### src/rtl/led_share_arbiter.sv
// Two-requester round-robin owner of the three status LEDs, with a built-in
// slow-tick prescaler and a minimum ownership time counted in ticks.
module led_share_arbiter #(
  parameter int unsigned CLK_DIV    = 50_000_000,
  parameter int unsigned HOLD_TICKS = 4,
  parameter int unsigned DIV_W      = 32,
  parameter int unsigned HOLD_W     = 8
) (
  input  logic       clk,
  input  logic       rst_n,
  input  logic       req0,
  input  logic [2:0] pat0,
  input  logic       req1,
  input  logic [2:0] pat1,
  output logic       gnt0,
  output logic       gnt1,
  output logic       tick,
  output logic       LED0,
  output logic       LED1,
  output logic       LED2
);

  localparam logic [DIV_W-1:0]  DIV_LAST  = DIV_W'(CLK_DIV - 1);
  localparam logic [DIV_W-1:0]  DIV_ONE   = DIV_W'(1);
  localparam logic [HOLD_W-1:0] HOLD_LOAD = HOLD_W'(HOLD_TICKS);
  localparam logic [HOLD_W-1:0] HOLD_ONE  = HOLD_W'(1);

  typedef enum logic [1:0] {
    ST_IDLE = 2'd0,
    ST_OWN0 = 2'd1,
    ST_OWN1 = 2'd2
  } state_t;

  logic [DIV_W-1:0]  r_div;
  logic              r_tick;
  state_t            r_state;
  state_t            w_state_next;
  logic [HOLD_W-1:0] r_hold;
  logic [HOLD_W-1:0] w_hold_next;
  logic              r_last;
  logic              w_last_next;
  logic              w_take_en;
  logic              w_take_sel;
  logic [2:0]        r_led;

  // Prescaler: the strobe is registered on the wrap so it is glitch-free.
  always_ff @(posedge clk or negedge rst_n) begin
    if (!rst_n) begin
      r_div  <= '0;
      r_tick <= 1'b0;
    end else if (r_div == DIV_LAST) begin
      r_div  <= '0;
      r_tick <= 1'b1;
    end else begin
      r_div  <= r_div + DIV_ONE;
      r_tick <= 1'b0;
    end
  end

  always_ff @(posedge clk or negedge rst_n) begin
    if (!rst_n) begin
      r_state <= ST_IDLE;
      r_hold  <= '0;
      r_last  <= 1'b1;
    end else begin
      r_state <= w_state_next;
      r_hold  <= w_hold_next;
      r_last  <= w_last_next;
    end
  end

  // Release is tested before expiry so a req drop on a tick cycle wins.
  always_comb begin
    w_state_next = r_state;
    w_hold_next  = r_hold;
    w_last_next  = r_last;
    w_take_en    = 1'b0;
    w_take_sel   = 1'b0;
    case (r_state)
      ST_IDLE: begin
        if (req0 && req1) begin
          w_take_en  = 1'b1;
          w_take_sel = ~r_last;
        end else if (req0) begin
          w_take_en  = 1'b1;
          w_take_sel = 1'b0;
        end else if (req1) begin
          w_take_en  = 1'b1;
          w_take_sel = 1'b1;
        end
      end
      ST_OWN0: begin
        if (!req0) begin
          if (req1) begin
            w_take_en  = 1'b1;
            w_take_sel = 1'b1;
          end else begin
            w_state_next = ST_IDLE;
          end
        end else if (r_tick) begin
          if (r_hold > HOLD_ONE) begin
            w_hold_next = r_hold - HOLD_ONE;
          end else if (req1) begin
            w_take_en  = 1'b1;
            w_take_sel = 1'b1;
          end else begin
            w_hold_next = HOLD_LOAD;
          end
        end
      end
      ST_OWN1: begin
        if (!req1) begin
          if (req0) begin
            w_take_en  = 1'b1;
            w_take_sel = 1'b0;
          end else begin
            w_state_next = ST_IDLE;
          end
        end else if (r_tick) begin
          if (r_hold > HOLD_ONE) begin
            w_hold_next = r_hold - HOLD_ONE;
          end else if (req0) begin
            w_take_en  = 1'b1;
            w_take_sel = 1'b0;
          end else begin
            w_hold_next = HOLD_LOAD;
          end
        end
      end
      default: begin
        w_state_next = ST_IDLE;
      end
    endcase
    if (w_take_en) begin
      w_state_next = w_take_sel ? ST_OWN1 : ST_OWN0;
      w_hold_next  = HOLD_LOAD;
      w_last_next  = w_take_sel;
    end
  end

  always_ff @(posedge clk or negedge rst_n) begin
    if (!rst_n) begin
      r_led <= 3'b000;
    end else begin
      case (r_state)
        ST_OWN0: r_led <= pat0;
        ST_OWN1: r_led <= pat1;
        default: r_led <= 3'b000;
      endcase
    end
  end

  assign gnt0 = (r_state == ST_OWN0);
  assign gnt1 = (r_state == ST_OWN1);
  assign tick = r_tick;
  assign LED0 = r_led[0];
  assign LED1 = r_led[1];
  assign LED2 = r_led[2];

endmodule
### config.mk
export PLATFORM = sky130hd
export DESIGN_NAME = led_share_arbiter
export DESIGN_NICKNAME = d
export VERILOG_FILES = /design/src/rtl/led_share_arbiter.sv
export SDC_FILE = /design/constraint.sdc
export NUM_CORES = 1
export LEC_CHECK = 0
export BUFFER_PORTS_ARGS = -buffer_cell sky130_fd_sc_hd__buf_2
export CORE_AREA = 2 2 63 95
export CTS_CLUSTER_DIAMETER = 120
export CTS_CLUSTER_SIZE = 40
export DETAILED_ROUTE_END_ITERATION = 6
export DIE_AREA = 0 0 65 97
export PLACE_DENSITY_LB_ADDON = 0.25
export RECOVER_POWER = 50
export SYNTH_ARGS = -nofsm -noshare
export SYNTH_HDL_FRONTEND = slang
export SYNTH_SLANG_ARGS = --single-unit
export TNS_END_PERCENT = 1
### constraint.sdc
create_clock -name clk -period 1.77 [get_ports clk]
set_input_delay 0.354 -clock clk [delete_from_list [all_inputs] [get_ports clk]]
set_output_delay 0.354 -clock clk [all_outputs]
set_load 0.05 [all_outputs]
Word level (Yosys, flattened, before mapping)
Cells that the tools add are included.
{ "word_totals": {"in_bits": 10, "word_cells": 63, "ff_bits": 47} }
{ "op_classes": {"n_eq_ne": 14, "n_mux": 34, "n_bitwise": 1, "n_reduce_logical": 5, "addsub": 2, "n_lt_le_gt_ge": 1} }
{ "op_table": {"columns": ["operator", "count"], "rows": [
  ["$mux W8", 9],
  ["$add A32 B1 Y32 const B", 1],
  ["$eq A32 B26 Y1 const B", 1],
  ["$mux W32", 1],
  ["$ne A3 B2 Y1 const B", 6],
  ["$pmux W8 S2", 1],
  ["$mux W1", 13],
  ["$mux W2", 6],
  ["$gt A8 B1 Y1 const B", 1],
  ["$ne A4 B2 Y1 const B", 2],
  ["$sub A8 B1 Y8 const B", 1],
  ["$reduce_and A7 Y1", 1],
  ["$ne A3 B1 Y1 const B", 2],
  ["$pmux W2 S3", 1],
  ["$pmux W3 S2", 1],
  ["$reduce_and A5 Y1", 1],
  ["$pmux W1 S3", 1],
  ["$reduce_bool A3 Y1", 1],
  ["$eq A2 B1 Y1 const B", 1],
  ["$eq A2 B2 Y1 const B", 1],
  ["$logic_not A2 Y1", 1],
  ["$ne A2 B2 Y1 const B", 1],
  ["$pmux W1 S2", 1],
  ["$logic_and A1 B1 Y1", 1],
  ["$not A1 Y1", 1]
]} }

Logic depth before layout (Yosys ltp)
{ "logic_depth": {"depth_word": 7, "ltp_mapped": 7, "mapped_depth_nobuf": 6} }

Least setup slack after synthesis
OpenSTA, ideal clock, no wires.
{ "synth_path": {"kind": "register -> register", "from": "reg r_state[1]", "to": "reg r_state[0]", "stages_incl_launch_ff": 8, "path_slack_ns": -0.635, "t_arrival_ns": 2.280, "path_cell_list": "dfrtp_1 -> inv_1 -> ha_1 -> buf_2 -> a22oi_1 -> or3b_2 -> o21a_1 -> mux2_2"} }
{ "synth_between": {"elab_chain_cells": 4, "elab_cells_between_ends": 14, "cone_classes": "eq/ne: 7; mux: 5; reduce/logical: 2"} }
{ "synth_rtl": {"columns": ["item", "line_no", "rtl"], "rows": [
  ["start: declaration", "36", "state_t r_state;"],
  ["start signal: assignment", "66", "r_state <= w_state_next;"],
  ["$eq A2 B1 Y1 *", null, null],
  ["via gnt0", "15", "output logic gnt0,"],
  ["$pmux W1 S3 or $pmux W1 S2 (tied branches)", "79", "case (r_state)"],
  ["$ne A3 B2 Y1 (no source line) (tied with other cells)", null, null],
  ["$reduce_and A5 Y1 (no source line) or $mux W2 (tied branches)", null, null]
]} }
The timed path passes the listed nets; every way through them passes the cells marked *.
A chain may end at the register's enable or synchronous reset.

Worst setup path in the final report
{ "layout_path": {"from": "reg r_state[0]", "to": "reg r_hold[3]"} }
{ "layout_between": {"elab_chain_cells": 4, "elab_cells_between_ends": 14, "cone_classes": "eq/ne: 8; mux: 3; reduce/logical: 3"} }
{ "layout_rtl": {"columns": ["item", "line_no", "rtl"], "rows": [
  ["$eq A2 B2 Y1 (tied with other cells)", "79", null],
  ["$pmux W1 S3", "79", null],
  ["$ne A4 B2 Y1 (no source line) (tied with other cells)", null, null],
  ["$reduce_and A7 Y1 (no source line)", null, null],
  ["end signal: assignment", "67", "r_hold <= w_hold_next;"],
  ["end: declaration", "38", "logic [HOLD_W-1:0] r_hold;"]
]} }
Parallel ways exist; a longest one is shown, timed or not.

==> results.toml <==
[run_status]
status = "finished with violations"
violations = "setup timing"

[route]
routed_wl_um = 6800
antenna_left = 0
drcViolationCount = 0
via_per_inst = 5.75
drtIter0Drc = 85
vias = 2477
drtPass1Iterations = 4
wl_per_cell_um = 15.8

[logic_synthesis]
yosysSeqAreaShare_pct = 44.1
synth_top_area_share_pct = 43.1
post-synth-top-area-cell = "dfrtp_1"
synth_compound_area_share_pct = 13.0
avgSynthCellArea_sq_um = 9.78
synth_cell_types = 50
yosys_warnings = 0
synth_top_family_by_area = "simple AND/OR/NAND/NOR gates"
syn-num-nets = 290
synth_xor_area_share_pct = 6.24
synthAdderAreaFrac_pct = 3.28
synth_cells = 273
synthTopCellsByArea = "dfrtp_1, xnor2_1, nand4_1"
yosys_most_used_dff = "dfrtp_1"
postSynth.asyncResetShare_pct = 100
synthMuxAreaShare_pct = 1.92
synth_edf_count = 0
synthTopCellsByCount = "dfrtp_1, nor2_1, nand3_1"
ys_ff_latch = 47
syn_area_sq_mm = 0.00267
yosys.area_share.simple_pct = 28.0
yosysMostFrequentCell = "dfrtp_1"

[power_and_ir_drop]
powerDensity_mw_per_mm2 = 1120
leakage_nw = 1.55
peakVddDrop_mv = 0.528
total_power_mw = 4.09

[die]
fp.dieW_um = 65
dieArea_sq_mm = 0.00631
rows = 33
io-pin-count = 16
coreArea_sq_mm = 0.00541
initial_core_util_pct = 49.3
fp.dieH_um = 97

[timing]
slew_headroom_pct = 27.7
fmax_mhz = 553
worst_clock_skew_ns = 0.00745
finalHoldViolCount = 0
slew_viol_final = 0
tns_ns = -0.105
rsz0062_at_grt = "true"
whs_ns = 0.232
setup_violations = 9
postLayoutSetupSlackWorst_ns = -0.0376
tightestPinTransition_ns = 1.08
min_period_ns = 1.81
post-route-period-util_pct = 102

[cells_and_area]
area_growth_pct = 37.1
final_core_util_pct = 67.7
diodes = 0
postLayoutCellArea_sq_mm = 0.00366
nNetsFinal = 377
drive_gt1_share_pct = 40.4

[global_route]
grt_max_degree = 21
antenna_found_initial = 0
grt_pass1_wl_um = 11300
grt_overflow_total = 0
grt_usage_pct = 22.7
grt_pass1_vias = 2544

[placement]
dpl_cell_area_sq_mm = 0.00335
io_buffers = 15
dp_hpwl_um = 5220
place.gp.congestion = 0.879

[clocking]
insertion_delay_ns = 0.30
cts.sinks = 47
ctsHoldBuffers = 0
clock-root-buffer = "clkbuf_8"
clkTransAtPathRegs_ns = 0.08
cts_tree = "yes"
htree_levels = 2
clockBufferDepth = 2
cts_made_buffers = 5

[critical_path]
worst_ep_required_time_ns = 1.94
cp-end-kind = "flip-flop"
crit_type = "flip-flop to flip-flop"
start_kind = "flip-flop"
cp.arrival_ns = 1.98
crit_path_max_fanout = 5

[job]
max_cap_viol_count = 0

[hold_path]
hold_class = "primary input to asynchronous set/reset pin"
-- per-stage QoR --
step	instances	setup slack (ns)
2_1_floorplan	273	-0.202
3_3_place_gp	420	-0.0627
3_5_place_dp	420	-0.133
4_1_cts	431	-0.0235
5_1_grt	431	-0.0978
6_report	431	-0.0376
-- timing repair --
| item | 4_1_cts | 5_1_grt |
|---|---|---|
| buffers inserted | 3 | 0 |
| gates cloned | 0 | 0 |
| endpoints found under the setup margin | 24 | 28 |
| pin swaps | 5 | 15 |
| resized for setup | 17 | 30 |
-- placed cells by master (no fill, tap or decap), drive strengths merged, types with 2 or more instances in the layout --
cell type,n
o221ai,2
a21boi,3
xnor2,13
clkbuf,10
nor4,13
mux2i,4
a2111o,2
nor2,22
inv,14
buf,82
or4,7
and3,2
o31ai,4
nor2b,2
xor2,6
a21oi,16
nor3,8
and4,3
dfrtp,46
a22oi,4
o22ai,6
or3,8
nand2,14
nand4,17
and2,2
nand3b,2
nand3,18
ha,7
o21ai,9
or2,2
-- logic make-up (layout without fill, tap and decap cells) --
logic type	count (synthesis)	count (layout)
AND/OR/NAND/NOR	123	123
AO/OA/AOI/OAI	53	53
flip-flops	47	47
XOR/XNOR	19	19
buffers and inverters	19	107
adder cells (fa/ha/maj)	7	7
multiplexers	5	5
-- layer usage --
| metal | wire (um) | vias to the layer above | track usage [%] |
|---|---|---|---|
| met5 | 0 | - | 0 |
| met4 | 232 | 0 | 9.17 |
| met3 | 182 | 21 | 3.14 |
| met2 | 3850 | 46 | 43.2 |
| met1 | 2530 | 1215 | 24.1 |
| li1 | - | 1195 | - |
-- worst max-delay path, stage by stage (launching register included) --
cell and delay (ns):
dfrtp_1 0.40, buf_6 0.13, ha_4 0.17, a21boi_4 0.15, or3_4 0.43, o221ai_4 0.26
o221ai_2 0.14
-- report_power, final --
part	leakage [nW]	internal [mW]	total [mW]	switching, mW
Sequential	0.625	1.20	1.26	0.0682
Combinational	0.882	0.954	2.17	1.22
Clock	0.0482	0.315	0.652	0.337
Total	1.55	2.47	4.09	1.62
-- area by class of cell --
type / count / area [sq um]
timing repair buffer: 85 / 607
tap: 70 / 87.6
fill: 425 / 1750
clock inverter: 1 / 5.00
sequential: 47 / 1180
clock buffer: 7 / 86.3
multi-input combinational: 207 / 1640
inverter: 14 / 52.6
-- flip-flops by register name (all words and copies together), names as in the netlist --
signal	count
r_div	32
r_hold	8
r_led	3
r_state	2
r_last	1
tick	1
-- final timing paths --
path,start,to,slack (ns),cells after the start
worst max-delay path,r_state[0]$_DFFE_PN0P_,r_hold[3]$_DFFE_PN0P_,-0.04,6
worst min-delay path,rst_n,r_led[1]$_DFF_PN0_,0.23,1
worst max register to register,r_state[0]$_DFFE_PN0P_,r_hold[3]$_DFFE_PN0P_,-0.04,6
worst min register to register,r_div[31]$_DFF_PN0_,r_div[31]$_DFF_PN0_,0.48,1
max in group asynchronous,rst_n,r_hold[7]$_DFFE_PN0P_,0.46,2
min in group clk,pat0[0],r_led[0]$_DFF_PN0_,0.30,3
No activity file was read; power rests on OpenSTA's default activity.
